==> src/rtl/mux_4x1_rr.sv <==
// Four-channel merge onto one registered output word with round-robin or fixed-priority
// arbitration, valid/ready on every side, and a channel select for a downstream demux_1x4.
module mux_4x1_rr #(
    parameter int unsigned WIDTH     = 8,
    parameter bit          FIXED_PRI = 1'b0
) (
    input  logic             clk,
    input  logic             rst,
    input  logic [WIDTH-1:0] a,
    input  logic [WIDTH-1:0] b,
    input  logic [WIDTH-1:0] c,
    input  logic [WIDTH-1:0] d,
    input  logic [3:0]       in_valid,
    output logic [3:0]       in_ready,
    output logic [WIDTH-1:0] y,
    output logic             S_0,
    output logic             S_1,
    output logic             y_valid,
    input  logic             y_ready
);

    logic [WIDTH-1:0] y_q, y_d;
    logic [1:0]       sel_q, sel_d;
    logic             y_valid_q, y_valid_d;
    logic [1:0]       ptr_q, ptr_d;

    logic             load;
    logic             grant_found;
    logic [1:0]       grant;
    logic [1:0]       idx;
    logic [WIDTH-1:0] grant_data;

    // Output register can take a new word when empty or being drained this cycle.
    assign load = !y_valid_q || y_ready;

    // Search starts at ptr (round-robin) or at channel a (fixed priority).
    always_comb begin
        grant_found = 1'b0;
        grant       = 2'd0;
        idx         = 2'd0;
        for (int k = 0; k < 4; k++) begin
            idx = FIXED_PRI ? 2'(k) : ptr_q + 2'(k);
            if (!grant_found && in_valid[idx]) begin
                grant_found = 1'b1;
                grant       = idx;
            end
        end
    end

    always_comb begin
        grant_data = a;
        unique case (grant)
            2'd0: grant_data = a;
            2'd1: grant_data = b;
            2'd2: grant_data = c;
            2'd3: grant_data = d;
            default: grant_data = a;
        endcase
    end

    always_comb begin
        in_ready = 4'b0000;
        if (!rst && load && grant_found) begin
            in_ready[grant] = 1'b1;
        end
    end

    always_comb begin
        y_d       = y_q;
        sel_d     = sel_q;
        y_valid_d = y_valid_q;
        ptr_d     = ptr_q;
        if (load) begin
            if (grant_found) begin
                y_d       = grant_data;
                sel_d     = grant;
                y_valid_d = 1'b1;
                ptr_d     = grant + 2'd1;
            end else begin
                // Nothing to send: drop valid but keep the last word and select visible.
                y_valid_d = 1'b0;
            end
        end
    end

    always_ff @(posedge clk) begin
        if (rst) begin
            y_q       <= '0;
            sel_q     <= 2'd0;
            y_valid_q <= 1'b0;
            ptr_q     <= 2'd0;
        end else begin
            y_q       <= y_d;
            sel_q     <= sel_d;
            y_valid_q <= y_valid_d;
            ptr_q     <= ptr_d;
        end
    end

    assign y       = y_q;
    assign S_0     = sel_q[0];
    assign S_1     = sel_q[1];
    assign y_valid = y_valid_q;

endmodule

==> config.mk <==
export PLATFORM = sky130hd
export DESIGN_NAME = mux_4x1_rr
export DESIGN_NICKNAME = d
export VERILOG_FILES = /design/src/rtl/mux_4x1_rr.sv
export SDC_FILE = /design/constraint.sdc
export NUM_CORES = 1
export LEC_CHECK = 0
export ABC_AREA = 0
export CELL_PAD_IN_SITES_DETAIL_PLACEMENT = 0
export CELL_PAD_IN_SITES_GLOBAL_PLACEMENT = 1
export CORE_MARGIN = 2
export CORE_UTILIZATION = 27
export DETAILED_ROUTE_END_ITERATION = 12
export GPL_TIMING_DRIVEN = 0
export MAX_ROUTING_LAYER = met4
export PLACE_DENSITY = 0.86
export SETUP_SLACK_MARGIN = 0.4
export SLEW_MARGIN = 20
export SYNTH_ARGS = -nofsm -noshare
export SYNTH_HDL_FRONTEND = slang
export SYNTH_SLANG_ARGS = --single-unit
==> constraint.sdc <==
create_clock -name clk -period 3.39 [get_ports clk]
set_input_delay 0.339 -clock clk [delete_from_list [all_inputs] [get_ports clk]]
set_output_delay 0.339 -clock clk [all_outputs]
set_load 0.01 [all_outputs]
Word level (Yosys, flattened, before mapping) --
Index checks and enable logic that the tools add are counted.
Operators by class: add/subtract/negate cells 4, magnitude comparators 6, eq/ne operators 3, muxes and demuxes 21, reductions and logical operators 14
Operators with widths (count):
- $pmux W8 S4 | 1
- $lt A2 B3 Y1 const B | 5
- $mux W1 | 10
- $bmux W1 S2 | 4
- $mux W2 | 4
- $logic_and A1 B1 Y1 | 6
- $logic_not A1 Y1 | 5
- $add A2 B1 Y2 const B | 2
- $add A2 B2 Y2 const B | 2
- $eq A2 B2 Y1 const B | 2
- $mux W4 | 1
- $demux W1 S2 | 1
- $eq A2 B1 Y1 const B | 1
- $ge A2 B1 Y1 const B | 1
- $logic_not A2 Y1 | 1
- $reduce_and A2 Y1 | 1
- $logic_or A1 B1 Y1 | 1
Word-level totals: register bits after elaboration 13, bits of input ports 39

Longest topological paths before layout --
depth after elaboration 17, gate-level depth with buffers 10, mapped depth without buffers 8

Worst setup path before layout --
Ideal clock, no wire load.
path kind input to register, start input in_valid[1], end register y_q[6] (netlist: y[6]), arrival 2108 ps, required time 3320 ps, setup slack 1213 ps, stages on the path 9, cell sequence nand2b_1 > a21oi_1 > o32ai_1 > ha_1 > clkbuf_1 > buf_2 > a21oi_1 > a221o_1 > a21oi_2
Between the ends: cells in the longest elaborated chain, start to end 14, elaborated cells between the ends (all ways) 28, those cells by class eq/ne: 3; mux: 17; reduce/logical: 8
Ends and longest elaborated chain:
- start: declaration | RTL line 13 | input logic [3:0] in_valid,
- $bmux W1 S2 | RTL line 43 | if (!grant_found && in_valid[idx]) begin
- $mux W1 (not written as such) | RTL line 43
- $mux W1 | RTL line 43
- $logic_not A1 Y1 | RTL line 43
- $logic_and A1 B1 Y1 | RTL line 43
- $mux W1 | RTL line 43
- $logic_not A1 Y1 | RTL line 43
- $logic_and A1 B1 Y1 | RTL line 43
- $mux W1 | RTL line 43
- $logic_not A1 Y1 | RTL line 43
- $logic_and A1 B1 Y1 | RTL line 43
- $mux W2 | RTL line 43
- $eq A2 B2 Y1, or another cell as far along | RTL line 52 | unique case (grant)
- $pmux W8 S4 | RTL line 52
- end signal: assignment | RTL line 93 | y_q <= y_d;
- end: declaration | RTL line 22 | logic [WIDTH-1:0] y_q, y_d;
Parallel ways exist; a longest one is shown, timed or not. The select of a mux whose other input is x is not followed. A chain may end at the register's enable or synchronous reset.

Worst setup path in the final report --
start input in_valid[1], end output in_ready[2]
Between the ends: cells in the longest elaborated chain, start to end 17, elaborated cells between the ends (all ways) 29, those cells by class order compare: 2; mux: 19; reduce/logical: 8
Ends and longest elaborated chain:
- $bmux W1 S2 | RTL line 43
- $mux W1 (not written as such) | RTL line 43
- $mux W1 | RTL line 43
- $logic_not A1 Y1 | RTL line 43
- $logic_and A1 B1 Y1 | RTL line 43
- $mux W1 | RTL line 43
- $logic_not A1 Y1 | RTL line 43
- $logic_and A1 B1 Y1 | RTL line 43
- $mux W1 | RTL line 43
- $logic_not A1 Y1 | RTL line 43
- $logic_and A1 B1 Y1 | RTL line 43
- $mux W2 | RTL line 43
- $lt A2 B3 Y1 (not written as such) or $ge A2 B1 Y1 (tied branches) | RTL line 64 | in_ready[grant] = 1'b1;
- $logic_and A1 B1 Y1 (not written as such) | RTL line 64
- $mux W1 (not written as such) | RTL line 64
- $demux W1 S2 | RTL line 64
- $mux W4 * | RTL line 63 | if (!rst && load && grant_found) begin
- end: declaration | RTL line 14 | output logic [3:0] in_ready,
Every way passes the cells marked *; elsewhere a longest branch is shown, timed or not. The select of a mux whose other input is x is not followed.

==> metrics.md <==
| Metric | Value |
|---|---|
| Grt ovf | 0 |
| P_leak | 0.593 nW |
| Layout Nets | 209 |
| Initial antenna violation count | 0 |
| Final Setup Violations | 0 |
| Worst vdd ir | 0.000154 V |
| H-tree levels | 1 |
| Clk pin slew, worst setup/hold paths | 80 ps |
| Minimum clock period | 2850 ps |
| Post-synthesis register bit count | 13 |
| Critical Path End Type | output pin |
| Clock Tree Buf Depth | 2 |
| Final Util | 46.9% |
| Prevailing post-synth register cell | dfxtp_1 |
| WP data arrival | 2510 ps |
| Sequential area share after synthesis | between 20% and 30% |
| Cts bufs inserted | 3 |
| HP Class | reg2reg |
| Avg Synthesized Cell Area | 8.50 µm² |
| CTS Hold Buffers Added | 0 |
| Antenna Violating Nets Remaining | 0 |
| Worst skew pair latency | 280 ps |
| CTS tree | yes |
| N_diodes | 0 |
| Die area | between 0.003 and 0.004 mm² |
| Critical Path RT | 3050 ps |
| Share of layout cells above drive strength 1 | ~13% |
| DRT Pass-1 Iters | 4 |
| Fin crit share | 84.0% |
| Worst Hold Path EP | y[2]$_SDFFE_PP0P_ |
| Synthesis-to-finish area growth | 69.5% |
| Largest family of logic cells by synthesized area | compound AO/OA/AOI/OAI gates |
| Final std cells w/o fill | 210 |
| Fin. Hold Viols | 0 |
| Fin area | 0.00154 mm² |
| Clk Tree Root Cell | clkbuf_4 |
| Top post-synthesis cells by area | dfxtp_1 29%, a221o_1 8.8%, a21oi_1 7.2%, ha_1 6.9%, a21oi_2 6.7% |
| Pwr per Cell Area | 417 mW/mm² |
| Yosys Warn Count | 0 |
| Sink Count | 13 |
| Relative slew slack | 57.1% |
| Synthesized area | 910 µm² |
| Die Wd | 62.0 µm |
| Setup TNS | 0 ps |
| First-pass GRT wire length | between 4000 and 5000 µm |
| Via count | 1006 |
| Worst hold path stage count | 2 |
| Post-synth EDFFs | 0 |
| RePlAce Congestion | 0.926 |
| Worst r2r src | ptr_q[1]$_SDFFE_PP0P_ |
| HP Start | y[2]$_SDFFE_PP0P_ |
| I/O Buffers | 53 |
| Core Box Area | between 0.003 and 0.004 mm² |
| Mux contribution to synthesized area | 0% |
| R2R setup slack | 1030 ps |
| Critical Path Fanout Max | 9 |
| Synth top area share | around 29% |
| DP Area | roughly 0.0015 mm² |
| Adder-Cell Fraction of Synth Area | under 10% |
| DP HPWL | 2360 µm |
| Number of max-cap violations | 0 |
| Most frequent cells after synthesis | 13 x a21oi_1, 13 x dfxtp_1, 10 x inv_1 |
| Drc violations | 0 |
| Simple-Gate Fraction of Synth Area | between 10% and 20% |
| Highest clock rate | 0.351 GHz |
| GRT Total Usage | between 15 and 20% |
| FFs w/ async S/R, synth | 0% |
| Pins Over Slew Limit | 0 |
| Critical path class | in2out |
| Number of global-route vias before repair | slightly above 1000 |
| Placed Cells | roughly 210 |
| Starting Density | 27.7% |
| Compound-cell area share of the yosys netlist | 34.1% |
| Area leader, netlist | dfxtp_1 |
| Routed wire length | between 2000 and 3000 µm |
| R2R Path End | y[5]$_SDFFE_PP0P_ |
| Synth cell types | 29 |
| RSZ-0062 raised after global routing | false |
| Startpoint Class | primary input |
| Io pins | 54 |
| # rows | 21 |
| Worst Max-Slew Pin Slew | 644 ps |
| Outcome | finished, final reports clean |
| Wire per inst | between 10 and 15 µm |
| Starting DRT DRC Count | 26 |
| Worst r2r path cells | 8 |
| Clock Skews | 8.08 ps |
| Vias per cell | 4.79 |
| Chip Height | 62.0 µm |
| Pin count of the biggest net entering global routing | 11 |
| Post-Synth XOR/XNOR Area | 0% |
| Cells after Synth | between 100 and 150 |
| Syn nets | ~150 |
-- cells by family (layout without fill, tap and decap cells) --
| logic type | Yosys count | count (layout) |
|---|---|---|
| compound gates | 42 | 42 |
| buf+inv | 18 | 75 |
| flops | 13 | 13 |
| fa+ha+maj | 5 | 5 |
| simple gates | 29 | 29 |
-- report_power, final --
group / switching (mW) / total [mW] / internal, mW / leakage, nW
combinational: 0.158 / 0.341 / 0.182 / 0.470
sequential: 0.0191 / 0.201 / 0.181 / 0.108
clock: 0.0559 / 0.102 / 0.0457 / 0.0150
-- how the worst max path moves through the flow --
stage / end / from / slack, ps
2_1_floorplan: y[6]$_SDFFE_PP0P_ / in_valid[1] / 1210
3_3_place_gp: in_ready[1] / in_valid[1] / -50
3_5_place_dp: in_ready[1] / in_valid[1] / -130
4_1_cts: in_ready[2] / in_valid[3] / 490
5_1_grt: in_ready[2] / in_valid[1] / 410
6_report: in_ready[2] / in_valid[1] / 540
-- flip-flops by register name, summed over array words and instances (netlist names) --
register  cells
y             8
y_valid       1
ptr_q         2
sel_q         2
-- critical path, cell delays in order --
cell             delay [ps]
dlygate4sd2_1           310
nand2b_1                160
nor2b_1                 170
o21ai_2                 100
or3_1                   390
ha_1                    200
clkbuf_2                190
and2_1                  170
clkdlybuf4s50_1         480
-- placed cells by master, fill, tap and decap left out, drive strengths merged, types with 4 or more instances in the layout --
cell,n
a21oi,20
a221o,8
a22oi,8
and2,4
buf,4
clkbuf,9
clkdlybuf4s50,49
dfxtp,13
ha,5
inv,10
nand2,9
-- through the flow --
step	hold slack [ps]	power [mW]	worst slack, ps
2_1_floorplan	440	0.386	1210
3_3_place_gp	455	0.529	-49.8
3_5_place_dp	454	0.536	-134
4_1_cts	465	0.641	491
5_1_grt	493	0.688	412
6_report	462	0.643	544
-- layout make-up --
class                      count  area [µm²]
buffer                         8        62.6
fill                         355        1740
tap                           46        57.6
sequential                    13         260
clock buffer                   4        26.3
multi-input combinational     76         576
inverter                      10        37.5
timing repair buffer          53         522
-- metal layers --
metal | GRT usage [%] | wire length [µm]
met4 | 8.81 | 53
met1 | 21.8 | 1250
met2 | 27.4 | 1420
met5 | - | 0
met3 | 2.28 | 125
-- what timing repair did --
item	CTS	global route
endpoints found under the hold margin	0	0
resized for setup	9	3
setup buffers	0	0
setup endpoints to repair	4	3
No activity file was read; power rests on OpenSTA's default activity.
